--- config.mk ---
export PLATFORM = sky130hd
export DESIGN_NAME = instruction_fetch_unit_flat
export DESIGN_NICKNAME = d
export VERILOG_FILES = /design/src/rtl/cpu_pkg.sv /design/src/rtl/instruction_fetch_unit_if.sv /design/src/rtl/fetch_pc_next.sv /design/src/rtl/instruction_fetch_unit.sv /design/src/flat_wrapper.sv
export SDC_FILE = /design/constraint.sdc
export NUM_CORES = 1
export LEC_CHECK = 0
export CORE_ASPECT_RATIO = 1.5
export CORE_MARGIN = 3
export CORE_UTILIZATION = 40
export CTS_BUF_LIST = sky130_fd_sc_hd__clkbuf_8
export DETAILED_ROUTE_END_ITERATION = 7
export PLACE_DENSITY = 0.75
export SLEW_MARGIN = 20
export SYNTH_ARGS = -nofsm -noshare
export SYNTH_HDL_FRONTEND = slang
export SYNTH_HIERARCHICAL = 1
export SYNTH_SLANG_ARGS = --single-unit
--- constraint.sdc ---
create_clock -name clk -period 2.7 [get_ports clk]
set_input_delay 0.27 -clock clk [delete_from_list [all_inputs] [get_ports clk]]
set_output_delay 0.27 -clock clk [all_outputs]
set_load 0.01 [all_outputs]
--- src/rtl/cpu_pkg.sv ---
// ============================================================================
// Module      : cpu_pkg
// Description : Opcode constants, fetch state encoding and IR field positions.
// Revision    : 1.0 - initial release
// ============================================================================
`default_nettype none

package cpu_pkg;

    localparam logic [2:0] OP_LW  = 3'b000;
    localparam logic [2:0] OP_SW  = 3'b001;
    localparam logic [2:0] OP_BEQ = 3'b010;
    localparam logic [2:0] OP_BLT = 3'b011;
    localparam logic [2:0] OP_ADD = 3'b100;
    localparam logic [2:0] OP_SUB = 3'b101;
    localparam logic [2:0] OP_AND = 3'b110;
    localparam logic [2:0] OP_OR  = 3'b111;

    localparam int BR_TARGET_LSB = 0;
    localparam int BR_TARGET_MSB = 15;
    localparam int OPC_LSB       = 29;
    localparam int OPC_MSB       = 31;

    typedef logic [1:0] fetch_state_t;
    localparam fetch_state_t FS_IDLE  = 2'd0;
    localparam fetch_state_t FS_ISSUE = 2'd1;
    localparam fetch_state_t FS_HALT  = 2'd2;

endpackage

`default_nettype wire

--- src/rtl/instruction_fetch_unit_if.sv ---
// ============================================================================
// Module      : instruction_fetch_unit_if
// Description : Memory-side and control-side signals of the fetch stage.
// Revision    : 1.0 - initial release
// ============================================================================
`default_nettype none

interface instruction_fetch_unit_if #(
    parameter int ADDR_W = 16,
    parameter int DATA_W = 32
);
    logic              fetch_req;
    logic [ADDR_W-1:0] inst_address;
    logic [DATA_W-1:0] mem_read_data;
    logic [DATA_W-1:0] instr;
    logic [2:0]        opcode;
    logic              instr_valid;
    logic              instr_ack;
    logic              branch_taken;
    logic              halted;
    logic [15:0]       instr_count;

    modport master (
        input  fetch_req, mem_read_data, instr_ack, branch_taken,
        output inst_address, instr, opcode, instr_valid, halted, instr_count
    );

    modport slave (
        output fetch_req, mem_read_data, instr_ack, branch_taken,
        input  inst_address, instr, opcode, instr_valid, halted, instr_count
    );

endinterface

`default_nettype wire

--- src/rtl/fetch_pc_next.sv ---
// ============================================================================
// Module      : fetch_pc_next
// Description : Next-PC selection (sequential or branch) with range check.
// Revision    : 1.0 - initial release
// ============================================================================
`default_nettype none

module fetch_pc_next #(
    parameter int ADDR_W    = 16,
    parameter int MEM_DEPTH = 256
) (
    input  wire logic [ADDR_W-1:0] pc,
    input  wire logic [15:0]       br_target,
    input  wire logic              branch_taken,
    output logic      [ADDR_W-1:0] next_pc,
    output logic                   out_of_range
);

    localparam int NW = ADDR_W + 1;

    // One extra bit so PC+1 past the last legal word is seen, not wrapped.
    logic [NW-1:0] w_next;

    assign w_next       = branch_taken ? NW'(br_target) : ({1'b0, pc} + NW'(1));
    assign out_of_range = (w_next >= NW'(MEM_DEPTH));
    assign next_pc      = w_next[ADDR_W-1:0];

endmodule

`default_nettype wire

--- src/rtl/instruction_fetch_unit.sv ---
// ============================================================================
// Module      : instruction_fetch_unit
// Description : PC / instruction register stage with valid/ack handshake.
// Revision    : 1.0 - initial release
// ============================================================================
`default_nettype none

module instruction_fetch_unit
    import cpu_pkg::*;
#(
    parameter int          ADDR_W    = 16,
    parameter int          DATA_W    = 32,
    parameter int          MEM_DEPTH = 256,
    parameter int unsigned RESET_PC  = 0
) (
    input  wire logic               clk,
    input  wire logic               reset,
    instruction_fetch_unit_if.master bus
);

    localparam logic [ADDR_W-1:0] C_RESET_PC = ADDR_W'(RESET_PC);

    fetch_state_t      r_state;
    fetch_state_t      w_state_next;
    logic [ADDR_W-1:0] r_pc;
    logic [DATA_W-1:0] r_ir;
    logic [15:0]       r_count;

    logic              w_load_ir;
    logic              w_ack_accept;
    logic              w_instr_valid;
    logic              w_halted;
    logic [ADDR_W-1:0] w_next_pc;
    logic              w_next_oor;

    fetch_pc_next #(
        .ADDR_W    (ADDR_W),
        .MEM_DEPTH (MEM_DEPTH)
    ) u_pc_next (
        .pc           (r_pc),
        .br_target    (r_ir[BR_TARGET_MSB:BR_TARGET_LSB]),
        .branch_taken (bus.branch_taken),
        .next_pc      (w_next_pc),
        .out_of_range (w_next_oor)
    );

    always_ff @(posedge clk) begin
        if (reset) begin
            r_state <= FS_IDLE;
        end else begin
            r_state <= w_state_next;
        end
    end

    always_comb begin
        w_state_next = r_state;
        case (r_state)
            FS_IDLE:  if (bus.fetch_req) w_state_next = FS_ISSUE;
            FS_ISSUE: if (bus.instr_ack) w_state_next = w_next_oor ? FS_HALT : FS_IDLE;
            FS_HALT:  w_state_next = FS_HALT;
            default:  w_state_next = FS_IDLE;
        endcase
    end

    always_comb begin
        w_load_ir     = 1'b0;
        w_ack_accept  = 1'b0;
        w_instr_valid = 1'b0;
        w_halted      = 1'b0;
        case (r_state)
            FS_IDLE:  w_load_ir = bus.fetch_req;
            FS_ISSUE: begin
                w_instr_valid = 1'b1;
                w_ack_accept  = bus.instr_ack;
            end
            FS_HALT:  w_halted = 1'b1;
            default:  w_load_ir = 1'b0;
        endcase
    end

    // The ack that triggers HALT still retires, but the PC keeps its last legal value.
    always_ff @(posedge clk) begin
        if (reset) begin
            r_pc    <= C_RESET_PC;
            r_ir    <= '0;
            r_count <= '0;
        end else begin
            if (w_load_ir) begin
                r_ir <= bus.mem_read_data;
            end
            if (w_ack_accept) begin
                if (!w_next_oor) begin
                    r_pc <= w_next_pc;
                end
                if (r_count != 16'hFFFF) begin
                    r_count <= r_count + 16'd1;
                end
            end
        end
    end

    assign bus.inst_address = r_pc;
    assign bus.instr        = r_ir;
    assign bus.opcode       = r_ir[OPC_MSB:OPC_LSB];
    assign bus.instr_valid  = w_instr_valid;
    assign bus.halted       = w_halted;
    assign bus.instr_count  = r_count;

endmodule

`default_nettype wire
--- src/flat_wrapper.sv ---
// flat-port wrapper written by rule: the top's interface ports become plain ports
module instruction_fetch_unit_flat import cpu_pkg::*;
#(
    parameter int          ADDR_W    = 16,
    parameter int          DATA_W    = 32,
    parameter int          MEM_DEPTH = 256,
    parameter int unsigned RESET_PC  = 0
)
  (clk, reset, bus_fetch_req, bus_mem_read_data, bus_instr_ack, bus_branch_taken, bus_inst_address, bus_instr, bus_opcode, bus_instr_valid, bus_halted, bus_instr_count);
  instruction_fetch_unit_if #(.ADDR_W(ADDR_W), .DATA_W(DATA_W)) bus_i ();
  input  wire logic clk;
  input  wire logic reset;
  input wire logic [$bits(bus_i.fetch_req)-1:0] bus_fetch_req;
  input wire logic [$bits(bus_i.mem_read_data)-1:0] bus_mem_read_data;
  input wire logic [$bits(bus_i.instr_ack)-1:0] bus_instr_ack;
  input wire logic [$bits(bus_i.branch_taken)-1:0] bus_branch_taken;
  output wire logic [$bits(bus_i.inst_address)-1:0] bus_inst_address;
  output wire logic [$bits(bus_i.instr)-1:0] bus_instr;
  output wire logic [$bits(bus_i.opcode)-1:0] bus_opcode;
  output wire logic [$bits(bus_i.instr_valid)-1:0] bus_instr_valid;
  output wire logic [$bits(bus_i.halted)-1:0] bus_halted;
  output wire logic [$bits(bus_i.instr_count)-1:0] bus_instr_count;
  assign bus_i.fetch_req = bus_fetch_req;
  assign bus_i.mem_read_data = bus_mem_read_data;
  assign bus_i.instr_ack = bus_instr_ack;
  assign bus_i.branch_taken = bus_branch_taken;
  assign bus_inst_address = bus_i.inst_address;
  assign bus_instr = bus_i.instr;
  assign bus_opcode = bus_i.opcode;
  assign bus_instr_valid = bus_i.instr_valid;
  assign bus_halted = bus_i.halted;
  assign bus_instr_count = bus_i.instr_count;
  instruction_fetch_unit #(.ADDR_W(ADDR_W), .DATA_W(DATA_W), .MEM_DEPTH(MEM_DEPTH), .RESET_PC(RESET_PC)) u_core (.clk(clk), .reset(reset), .bus(bus_i));
endmodule
==> flow_summary.toml <==
[worst_setup_path]
timing.rr.end = "u_core/bus.inst_address[4]"
cp_num_buf_inv = 1
crit_chain = "nand4_1 > nor4_4 > mux2_2 > a32oi_1 > nand4b_1 > nand2b_1 > buf_4 > nand2_1 > a21oi_1"
worstSetupStartpointType = "flop"
cp_num_cells = 9
end_kind = "flop"
rr_startpoint = "u_core/bus.inst_address[8]"
required_ns = 2.93
crit_arrival_ns = 2.76
r2r_setup_slack_ns = 0.17
critPathCapture = "u_core/bus.inst_address[4]"
crit_path_start = "u_core/bus.inst_address[8]"
max_stage_delay_ns = 0.51
crit_type = "reg -> reg"
critPathTopFamily = "simple AND/OR/NAND/NOR gates"
cpMaxStageDelayCell = "dfxtp_1"
rr_worst_depth = 9
critical_path.max_fanout = 16

[clock_network]
cts_sinks = 66
clock-root-buffer = "clkbuf_8"
htreeDepth = 3
cts_buffer_depth = 2
cts_tree = "yes"
insertion_delay_ns = 0.35
cts_resized = 0
holdBufCountCts = 0
cts_made_buffers = 9
cts_setup_buffers = 0
cts.clk_slew.worst_paths_ns = 0.07

[routing]
routed_wirelength_mm = 9.310
vias_per_cell = 5.235
drtIter0Drc = 221
drc_errors = 0
firstDrtPassIters = 4
vias = 3230
ant_nets = 0
wire_per_inst_um = 15.09

[sta]
relSlewSlack_pct = 53.05
rsz0062_at_grt = "no"
clock.fmax_mhz = 395.2
fin_skew_ns = 0.007592
slew_violations = 0
period_minus_slack_ns = 2.531
period_share_pct = 93.72
setup_tns_ns = 0
finalSetupViolations = 0
hold_violations = 0
worst_slew_pin_slew_ns = 0.7025

[layout]
regArea_um2 = 1321
syn_to_final_growth_pct = 41.78
multi_input_area_um2 = 1775
fin_cells = 617
drive_above_1_share_pct = 10.87
mostFrequentLayoutCell = "nand2_1"
nFillCells = 741
final_cell_mix = "115 x nand2_1, 104 x clkdlybuf4s50_1, 66 x dfxtp_1, 58 x a21oi_1, 18 x nor2_1"
diodes = 0
num-nets-final = 550

[yosys]
synth-simple-area-share_pct = 31.56
ys_warn_count = 6
ys_seq_area_share_pct = 41.04
syn_nets = 444
ys_ff_latch = 66
synth_compound_area_share_pct = 16.40
synth_area_per_cell_um2 = 7.949
synth_cell_types = 59
synth_edf_count = 0
syn_area_um2 = 3219
synth-xor-area-share_pct = 2.993
synthAdderAreaFrac_pct = 0.7773
synthArstFlopShare_pct = 0
synth_ff_type = "dfxtp_1"
syn_inst = 405
synth_top_family_by_area = "simple AND/OR/NAND/NOR gates"
synth.area.mux_share_pct = 2.876

[grt]
grt_overflow_total = 0
antenna_found_initial = 0
grt_pass1_wl_mm = 15.12
grt_pass1_vias = 3114
grt.total_usage_pct = 20.90
grt_max_degree = 29

[pwr]
p_switching_mw = 0.5457
seqPwrFrac_pct = 49.6
p_int_mw = 1.545
power_density_nw_per_um2 = 458.0
p_leak_nw = 1.627
p_clk_share_pct = 35.5
combPwrFrac_pct = 14.8
ir_worst_vdd_v = 0.0003724
swShare_pct = 26.10

[placed_design]
portBuffers = 105
place.gp.congestion = 0.9408
place_inst = 602
dp_hpwl_mm = 6.841

[worst_hold_path]
hold_path_class = "in -> reg"
hold_depth = 2

[floorplan]
fp-row-count = 39
io_pins = 106
start_util_pct = 41.76
core_um2 = 7710
fp.dieW_um = 79.25
die_area_um2 = 9183
die_h_um = 115.9

[run]
cap_violations = 0

[status]
status = "completed"
==> through the flow <==
step | area, µm² | util, % | power (mW) | hold slack, ns | worst slack [ns]
finish | 4564 | 59.20 | 2.090 | 0.3179 | 0.1694
global route | 4564 | 59.20 | 2.190 | 0.3363 | 0.005974
CTS | 4547 | 58.97 | 2.115 | 0.3053 | 0.1699
detailed placement | 4377 | 56.77 | 1.372 | 0.4487 | 0.1826
global placement | 4377 | 56.77 | 1.369 | 0.4424 | 0.2287
floorplan | 3219 | - | 1.204 | 0.4060 | 0.0007554
==> final cells by class <==
type	instances	share of cell area, %
clock buffer	11	3.317
tap	102	2.796
clock inverter	4	0.4112
inverter	5	0.4112
multi-input combinational	310	38.90
timing repair buffer	119	25.22
sequential	66	28.95
==> state kept, by name (all words and copies together) (netlist names) <==
register,flops
u_core/bus.inst_address,16
u_core/bus.instr,32
u_core/bus.instr_count,16
u_core/r_state,2
==> Yosys cell counts, types with 3 or more instances <==
| cell type | number | area share (%) |
|---|---|---|
| mux2_2 | 6 | 2.1 |
| or4_1 | 3 | 0.70 |
| nand4_1 | 6 | 1.2 |
| nor2b_1 | 6 | 1.2 |
| o31a_1 | 3 | 0.82 |
| nor2_1 | 18 | 2.1 |
| inv_1 | 5 | 0.58 |
| dfxtp_1 | 66 | 41 |
| nand2b_1 | 5 | 0.97 |
| and3_1 | 3 | 0.58 |
| clkbuf_1 | 14 | 1.6 |
| buf_4 | 3 | 0.70 |
| o31ai_1 | 6 | 1.4 |
| or3_1 | 4 | 0.78 |
| nor3_1 | 3 | 0.47 |
| o21ai_0 | 10 | 1.6 |
| nand3_1 | 7 | 1.1 |
| nand2_1 | 115 | 13 |
| xnor2_1 | 6 | 1.6 |
| xor2_1 | 5 | 1.4 |
| a21oi_1 | 58 | 9.0 |
| nand4_2 | 3 | 1.2 |
| buf_1 | 3 | 0.35 |
==> cells by family (layout without fill, tap and decap cells) <==
family | count (synthesis) | after routing
AOI/OAI and AO/OA | 90 | 90
xor gates and xnor gates | 11 | 11
adders and majority gates | 2 | 2
buffers and inverters | 29 | 139
DFF | 66 | 66
muxes | 8 | 8
and+or+nand+nor | 199 | 199
==> worst min path at each step <==
stage                           from                        end  slack, ns
2_1_floorplan  bus_mem_read_data[16]       u_core/bus.instr[16]       0.41
3_3_place_gp    u_core/bus.instr[16]       u_core/bus.instr[16]       0.44
3_5_place_dp    u_core/bus.instr[25]       u_core/bus.instr[25]       0.45
4_1_cts                        reset  u_core/bus.instr_count[4]       0.31
5_1_grt                        reset  u_core/bus.instr_count[4]       0.34
6_report                       reset  u_core/bus.instr_count[4]       0.32
==> power by group through the flow <==
stage,sequential [mW],clock [mW],combinational [mW]
3_3_place_gp,1.06,0,0.310
5_1_grt,1.04,0.808,0.339
6_report,1.04,0.743,0.310
4_1_cts,1.04,0.763,0.313
2_1_floorplan,1.07,0,0.132
3_5_place_dp,1.06,0,0.312
==> per-layer routing <==
| metal | track usage (%) | vias to the layer above | part of all wire [%] |
|---|---|---|---|
| met3 | 5.599 | 19 | 5.6 |
| met2 | 37.35 | 111 | 52 |
| met1 | 23.41 | 1490 | 40 |
| met5 | 0 | - | 0 |
| met4 | 8.257 | 0 | 2.2 |
| li1 | - | 1610 | - |
Note: power is estimated with default switching activity, not from simulation.
